===== config.mk =====
export PLATFORM = sky130hd
export DESIGN_NAME = nd_2to1_arb
export DESIGN_NICKNAME = d
export VERILOG_FILES = /design/src/rtl/nd_2to1_arb.sv
export SDC_FILE = /design/constraint.sdc
export NUM_CORES = 1
export LEC_CHECK = 0
export ABC_AREA = 1
export CORE_MARGIN = 3
export CORE_UTILIZATION = 45
export CTS_CLUSTER_DIAMETER = 200
export DETAILED_ROUTE_END_ITERATION = 10
export HOLD_SLACK_MARGIN = 0.03
export PLACE_DENSITY_LB_ADDON = 0.05
export REMOVE_ABC_BUFFERS = 1
export SKIP_CTS_REPAIR_TIMING = 1
export SYNTH_ARGS = -nofsm -noshare
export SYNTH_HDL_FRONTEND = slang
export SYNTH_SLANG_ARGS = --single-unit

===== constraint.sdc =====
create_clock -name i_clk -period 1.61 [get_ports i_clk]
set_input_delay 0.2415 -clock i_clk [delete_from_list [all_inputs] [get_ports i_clk]]
set_output_delay 0.2415 -clock i_clk [all_outputs]
set_load 0.1 [all_outputs]

===== src/rtl/nd_2to1_arb.sv =====
// nd_2to1_arb: arbitrated 2-to-1 merge of 4-phase req/ack message links
//   i_clk, i_rst                      clock, synchronous active-high reset
//   i_rcvN_req/i_rcvN_dat/o_rcvN_ack   upstream channels 0 and 1
//   o_snd0_req/o_snd0_dat/i_snd0_ack   downstream channel
//   o_last_src/o_busy/o_cnt0/o_cnt1/o_err   debug: last winner, not idle, per-source counts, sticky ack timeout
module nd_2to1_arb #(
  parameter int DSZ = 8,
  parameter int PRIO_FIX = 0,
  parameter int CNT_SZ = 8,
  parameter int TMO_CYC = 255
) (
  input  logic              i_clk,
  input  logic              i_rst,
  input  logic              i_rcv0_req,
  input  logic [DSZ-1:0]    i_rcv0_dat,
  output logic              o_rcv0_ack,
  input  logic              i_rcv1_req,
  input  logic [DSZ-1:0]    i_rcv1_dat,
  output logic              o_rcv1_ack,
  output logic              o_snd0_req,
  output logic [DSZ-1:0]    o_snd0_dat,
  input  logic              i_snd0_ack,
  output logic              o_last_src,
  output logic              o_busy,
  output logic [CNT_SZ-1:0] o_cnt0,
  output logic [CNT_SZ-1:0] o_cnt1,
  output logic              o_err
);
  localparam int TW = TMO_CYC < 2 ? 1 : $clog2(TMO_CYC + 1);
  localparam logic [TW-1:0] TMO_MAX = TW'(TMO_CYC);
  localparam logic [TW-1:0] TMO_LAST = TW'(TMO_CYC - 1);
  typedef enum logic [1:0] {IDLE, FWD, RLS} state_t;
  state_t state_q, state_d;
  logic [DSZ-1:0] dat_q, dat_d;
  logic req_q, req_d, ack0_q, ack0_d, ack1_q, ack1_d, last_q, last_d, err_q, err_d;
  logic [CNT_SZ-1:0] cnt0_q, cnt0_d, cnt1_q, cnt1_d;
  logic [TW-1:0] tmo_q, tmo_d;
  logic gnt, src_req;
  // contested grant: fixed priority favours rcv0, round-robin hands it to the previous loser
  assign gnt = (i_rcv0_req & i_rcv1_req) ? ((PRIO_FIX != 0) ? 1'b0 : ~last_q) : i_rcv1_req;
  assign src_req = last_q ? i_rcv1_req : i_rcv0_req;
  always_comb begin
    state_d = state_q;
    dat_d = dat_q;
    req_d = req_q;
    ack0_d = ack0_q;
    ack1_d = ack1_q;
    last_d = last_q;
    err_d = err_q;
    cnt0_d = cnt0_q;
    cnt1_d = cnt1_q;
    tmo_d = tmo_q;
    case (state_q)
      IDLE: if (!i_snd0_ack && (i_rcv0_req || i_rcv1_req)) begin
        state_d = FWD;
        dat_d = gnt ? i_rcv1_dat : i_rcv0_dat;
        req_d = 1'b1;
        last_d = gnt;
        tmo_d = '0;
      end
      FWD: if (i_snd0_ack) begin
        state_d = RLS;
        req_d = 1'b0;
        ack0_d = ~last_q;
        ack1_d = last_q;
      end else begin
        tmo_d = (tmo_q != TMO_MAX) ? tmo_q + 1'b1 : tmo_q;
        err_d = err_q | ((TMO_CYC != 0) && (tmo_q == TMO_LAST));
      end
      RLS: if (!src_req && !i_snd0_ack) begin
        state_d = IDLE;
        ack0_d = 1'b0;
        ack1_d = 1'b0;
        cnt0_d = last_q ? cnt0_q : cnt0_q + 1'b1;
        cnt1_d = last_q ? cnt1_q + 1'b1 : cnt1_q;
      end
      default: state_d = IDLE;
    endcase
  end
  always_ff @(posedge i_clk) begin
    if (i_rst) begin
      state_q <= IDLE;
      dat_q <= '0;
      req_q <= 1'b0;
      ack0_q <= 1'b0;
      ack1_q <= 1'b0;
      last_q <= 1'b1;
      err_q <= 1'b0;
      cnt0_q <= '0;
      cnt1_q <= '0;
      tmo_q <= '0;
    end else begin
      state_q <= state_d;
      dat_q <= dat_d;
      req_q <= req_d;
      ack0_q <= ack0_d;
      ack1_q <= ack1_d;
      last_q <= last_d;
      err_q <= err_d;
      cnt0_q <= cnt0_d;
      cnt1_q <= cnt1_d;
      tmo_q <= tmo_d;
    end
  end
  assign o_rcv0_ack = ack0_q;
  assign o_rcv1_ack = ack1_q;
  assign o_snd0_req = req_q;
  assign o_snd0_dat = dat_q;
  assign o_last_src = last_q;
  assign o_busy = state_q != IDLE;
  assign o_cnt0 = cnt0_q;
  assign o_cnt1 = cnt1_q;
  assign o_err = err_q;
endmodule


# Word level (Yosys, flattened, before mapping)
# Index checks and enable logic that the tools add are counted.
dict set report word_totals {
  ff_bits 39
  word_cells 62
}
dict set report classes {
  addsub 3
  n_eq_ne 9
  mux 19
  n_bitwise 4
  n_reduce_logical 17
}
# operator count
set ops {}
lappend ops {{$mux 8} 4}
lappend ops {{$add 8x1->8 const B} 3}
lappend ops {{$pmux 8 s2} 1}
lappend ops {{$reduce_and 3->1} 5}
lappend ops {{$ne 2x2->1 const B} 5}
lappend ops {{$eq 8x8->1 const B} 1}
lappend ops {{$ne 8x8->1 const B} 1}
lappend ops {{$mux 1} 7}
lappend ops {{$mux 2} 3}
lappend ops {{$pmux 1 s2} 3}
lappend ops {{$pmux 2 s3} 1}
lappend ops {{$reduce_bool 2->1} 3}
lappend ops {{$reduce_and 2->1} 2}
lappend ops {{$reduce_and 4->1} 1}
lappend ops {{$eq 2x1->1 const B} 1}
lappend ops {{$eq 2x2->1 const B} 1}
lappend ops {{$logic_and 1x1->1} 2}
lappend ops {{$logic_not 1->1} 2}
lappend ops {{$logic_not 2->1} 1}
lappend ops {{$not 1->1} 2}
lappend ops {{$and 1x1->1} 1}
lappend ops {{$logic_or 1x1->1} 1}
lappend ops {{$or 1x1->1} 1}

# Longest topological paths before layout
# Gate-level depths: netlist of the first run.
dict set report logic_depth {
  depth_word 5
  mapped_depth 10
  mapped_depth_nobuf 9
}

# Worst setup path before layout of the first run
# OpenSTA, ideal clock, no wires.
dict set report synth_path {
  path_kind {reg-to-reg}
  from {register cnt1_q[1] (netlist: o_cnt1[1])}
  to {register cnt1_q[6] (netlist: o_cnt1[6])}
  setup_time_ps 134
  t_arrival_ps 1790
  t_required_ps 1476
  path_slack_ps -313
  stages_incl_launch_ff 7
  n_path_buf 0
  period_less_slack_ps 1923
  path_cell_list {dfxtp_1 > ha_1 > nand3_1 > o21ai_0 > nand2_1 > nand2_1 > a21oi_1}
}
dict set report synth_between {
  elab_chain_cells 1
}
# element line
set synth_rtl {}
lappend synth_rtl {{start, declared} 36} ;# logic [CNT_SZ-1:0] cnt0_q, cnt0_d, cnt1_q, cnt1_d;
lappend synth_rtl {{start signal, assigned} 101} ;# cnt1_q <= cnt1_d;
lappend synth_rtl {{$add 8x1->8} 75} ;# cnt1_d = last_q ? cnt1_q + 1'b1 : cnt1_q;
# No other way between the ends.
# A chain may end at the register's enable or synchronous reset.

# Final worst setup path of the first run
dict set report layout_path {
  from {register last_q (netlist: o_last_src)}
  to {register cnt1_q[2] (netlist: o_cnt1[2])}
}
dict set report layout_between {
  elab_chain_cells 4
}
# element line
set layout_rtl {}
lappend layout_rtl {{start, declared} 35} ;# logic req_q, req_d, ack0_q, ack0_d, ack1_q, ack1_d, last_q, last_d, err_q, err_d;
lappend layout_rtl {{start signal, assigned} 98} ;# last_q <= last_d;
lappend layout_rtl {{$mux 1} 41} ;# assign src_req = last_q ? i_rcv1_req : i_rcv0_req;
lappend layout_rtl {{$logic_not 1->1} 70} ;# RLS: if (!src_req && !i_snd0_ack) begin
lappend layout_rtl {{$logic_and 1x1->1} 70}
lappend layout_rtl {{$reduce_and 3->1 (no line) (*)} n/a}
# Mark *: on every way between the ends. The rest lies on a longest branch, timed or not.

==> results of run 1 <==
-- final timing paths --
check	start	to	slack (ns)
min	tmo_q[0]$_SDFFE_PP0P_	tmo_q[0]$_SDFFE_PP0P_	0.50
max	o_last_src$_SDFFE_PP1P_	o_cnt1[2]$_SDFFE_PP0P_	0.21
min reg2reg	tmo_q[0]$_SDFFE_PP0P_	tmo_q[0]$_SDFFE_PP0P_	0.50
max reg2reg	o_last_src$_SDFFE_PP1P_	o_cnt1[2]$_SDFFE_PP0P_	0.21
-- flip-flops by register name, indices dropped and copies added, names as in the netlist --
| register | flops |
|---|---|
| o_cnt0 | 8 |
| o_cnt1 | 8 |
| o_snd0_dat | 8 |
| tmo_q | 8 |
| state_q | 2 |
| o_err | 1 |
| o_last_src | 1 |
| o_rcv0_ack | 1 |
| o_rcv1_ack | 1 |
| o_snd0_req | 1 |
-- layer usage --
metal	share of wire [%]	track usage, %	routed length [um]
met1	44	22.6	2080
met2	49	30.9	2310
met3	5.3	5.88	249
met4	0.73	5.84	34
met5	0	0	0
-- power by group through the flow --
| stage | Combinational [mW] | Sequential [mW] | Clock (mW) |
|---|---|---|---|
| final | 0.520 | 1.02 | 0.597 |
| after global routing | 0.557 | 1.03 | 0.659 |
| after CTS | 0.526 | 1.02 | 0.626 |
| after detailed placement | 0.523 | 1.05 | 0 |
| after global placement | 0.516 | 1.05 | 0 |
| after floorplan | 0.160 | 1.19 | 0 |
-- critical path, cell delays in order, from the launching register on --
cell and delay [ns]:
dfxtp_1 0.57, nor2_1 0.14, nor2_4 0.16, nand3_4 0.14
clkinv_2 0.14, nand2_1 0.07, a21oi_1 0.12
-- placed cells by master, fill, tap and decap left out, drive strengths merged, types with 2 or more instances in the layout --
| master | count |
|---|---|
| clkdlybuf4s50 | 20 |
| nand2 | 108 |
| clkinv | 2 |
| clkbuf | 6 |
| inv | 23 |
| ha | 4 |
| a21oi | 32 |
| nand3 | 16 |
| xor2 | 3 |
| nand4 | 3 |
| buf | 37 |
| o21ai | 9 |
| nor2 | 44 |
| dfxtp | 39 |
| nor3 | 4 |
-- cell type report --
class,count,area share [%]
timing repair buffer,57,28.7
multi-input combinational,231,37.7
inverter,25,3.16
tap,50,2.08
clock buffer,6,2.41
sequential,39,25.9
-- metrics by stage --
step	utilization, %	cell area [um2]
2_1_floorplan	-	2010
3_3_place_gp	70.0	2940
3_5_place_dp	70.0	2940
4_1_cts	71.7	3010
5_1_grt	71.7	3010
6_report	71.7	3010
-- kinds of logic after synthesis --
family / after synthesis / share of synthesized area, %
AND/OR/NAND/NOR: 179 / 39.3
XOR/XNOR: 4 / 1.70
buffers and inverters: 32 / 7.04
adder cells (fa/ha/maj): 4 / 2.43
AO/OA/AOI/OAI: 44 / 11.7
flip-flops: 39 / 37.9
==> results.cfg, run 1 <==
[run_status]
outcome = completed

[timing]
fin_worst_skew_ns = 0.00763
max_slew_margin_pct = 63.7
drv_slew = 0
final_hold_viol_count = 0
setup-tns-final_ns = 0
clock.fmax_ghz = 0.712
fin_ws_ns = 0.206
rsz0062_at_grt = no
setup_viol = 0
holdWs_ns = 0.496
fin_crit_sh_pct = 87.2
fin_crit_ns = 1.40
worst_pin_slew_ns = 0.544

[die]
fp.dieW_um = 73.7
row_count = 23
initial_utilization_pct = 49.1
io_pins = 51
die_area_um2 = 5430
die_y_um = 73.7
coreArea_um2 = 4200

[synthesis]
synthArstFlopShare_pct = 0
synth.avg_cell_area_um2 = 6.83
ys_types = 33
ys_seq_area_share_pct = 37.9
yosysMostFrequentCell = nand2_1
synth_edf_count = 0
synth-seq-cells = 39
yosysTopAreaCell = dfxtp_1
synthFlopType = dfxtp_1
syn_area_um2 = 2060
yosysWarnings = 0
ys_top_cells_by_count = 98 x nand2_1, 39 x dfxtp_1, 38 x nor2_1
netlist_top_cells_area = dfxtp_1 38%, nand2_1 18%, a21oi_1 7.0%
netlist_instances = 302
synth_top_area_share_pct = 37.9

[cells_and_area]
drive_gt1_share_pct = 19.3
antenna_cells = 0
nNetsFinal = 384
area_growth_pct = 46.1
nFillCells = 322
final_cells = 408
multiInputGateArea_um2 = 1140
ff_latch_area_um2 = 781

[clock_tree]
cts_tree = yes
clk_path_buf_depth = 2
numCtsBuffers = 5
cts.sinks = 39
cts_root_buf = clkbuf_8
clk_pin_slew_ns = 0.07
insertion_delay_ns = 0.28
h-tree-depth = 2

[routing]
routed_wl_um = 4670
num_vias = 2008
drc = 0
first_iter_violations = 135
wire_per_inst_um = 11.4
ant_nets = 0
dr.pass1.iters = 4
vias_per_cell = 4.92

[worst_setup_path]
worstPathArrival_ns = 1.62
cp_max_fo = 10
endpoint_kind = flop
critPathLaunchType = flop
r2r_cells = 6
crit_type = flop to flop
cp.required_ns = 1.83

[placed_design]
dp_slack_ns = -0.0206
place.gp.congestion = 0.861
dp_hpwl_um = 3490
io_buffers = 50
dp_cells = 402

[global_routing]
grt_pass1_wl_um = 7950
grt_max_degree = 23
grt_overflow = 0
grt_pass1_vias = 1876
grt_antenna_before_repair = 0
groute.usage.overall_pct = 18.5

[power]
p_per_area_nw_per_um2 = 711
p_seq_share_pct = 47.8
combinationalPowerShare_pct = 24.3
power.static_leakage_nw = 1.21
clockPowerShare_pct = 27.9
power_mw = 2.14
vdd_drop_max_mv = 0.563
internal-power_mw = 1.48
p_sw_mw = 0.666
p_sw_share_pct = 31.1

[hold_path]
holdPathStages = 1
hold_class = flop to flop

[job]
cap_violations = 0
Power figures use the tool's default switching activity.
==> run 2, diff against run 1 <==
--- a/config.mk
+++ b/config.mk
@@ -13,7 +13,6 @@
 export HOLD_SLACK_MARGIN = 0.03
 export PLACE_DENSITY_LB_ADDON = 0.05
 export REMOVE_ABC_BUFFERS = 1
-export SKIP_CTS_REPAIR_TIMING = 1
 export SYNTH_ARGS = -nofsm -noshare
 export SYNTH_HDL_FRONTEND = slang
 export SYNTH_SLANG_ARGS = --single-unit
==> results of run 2 <==
Same layout as run 1: the final DEF is identical, and so are final timing and power.
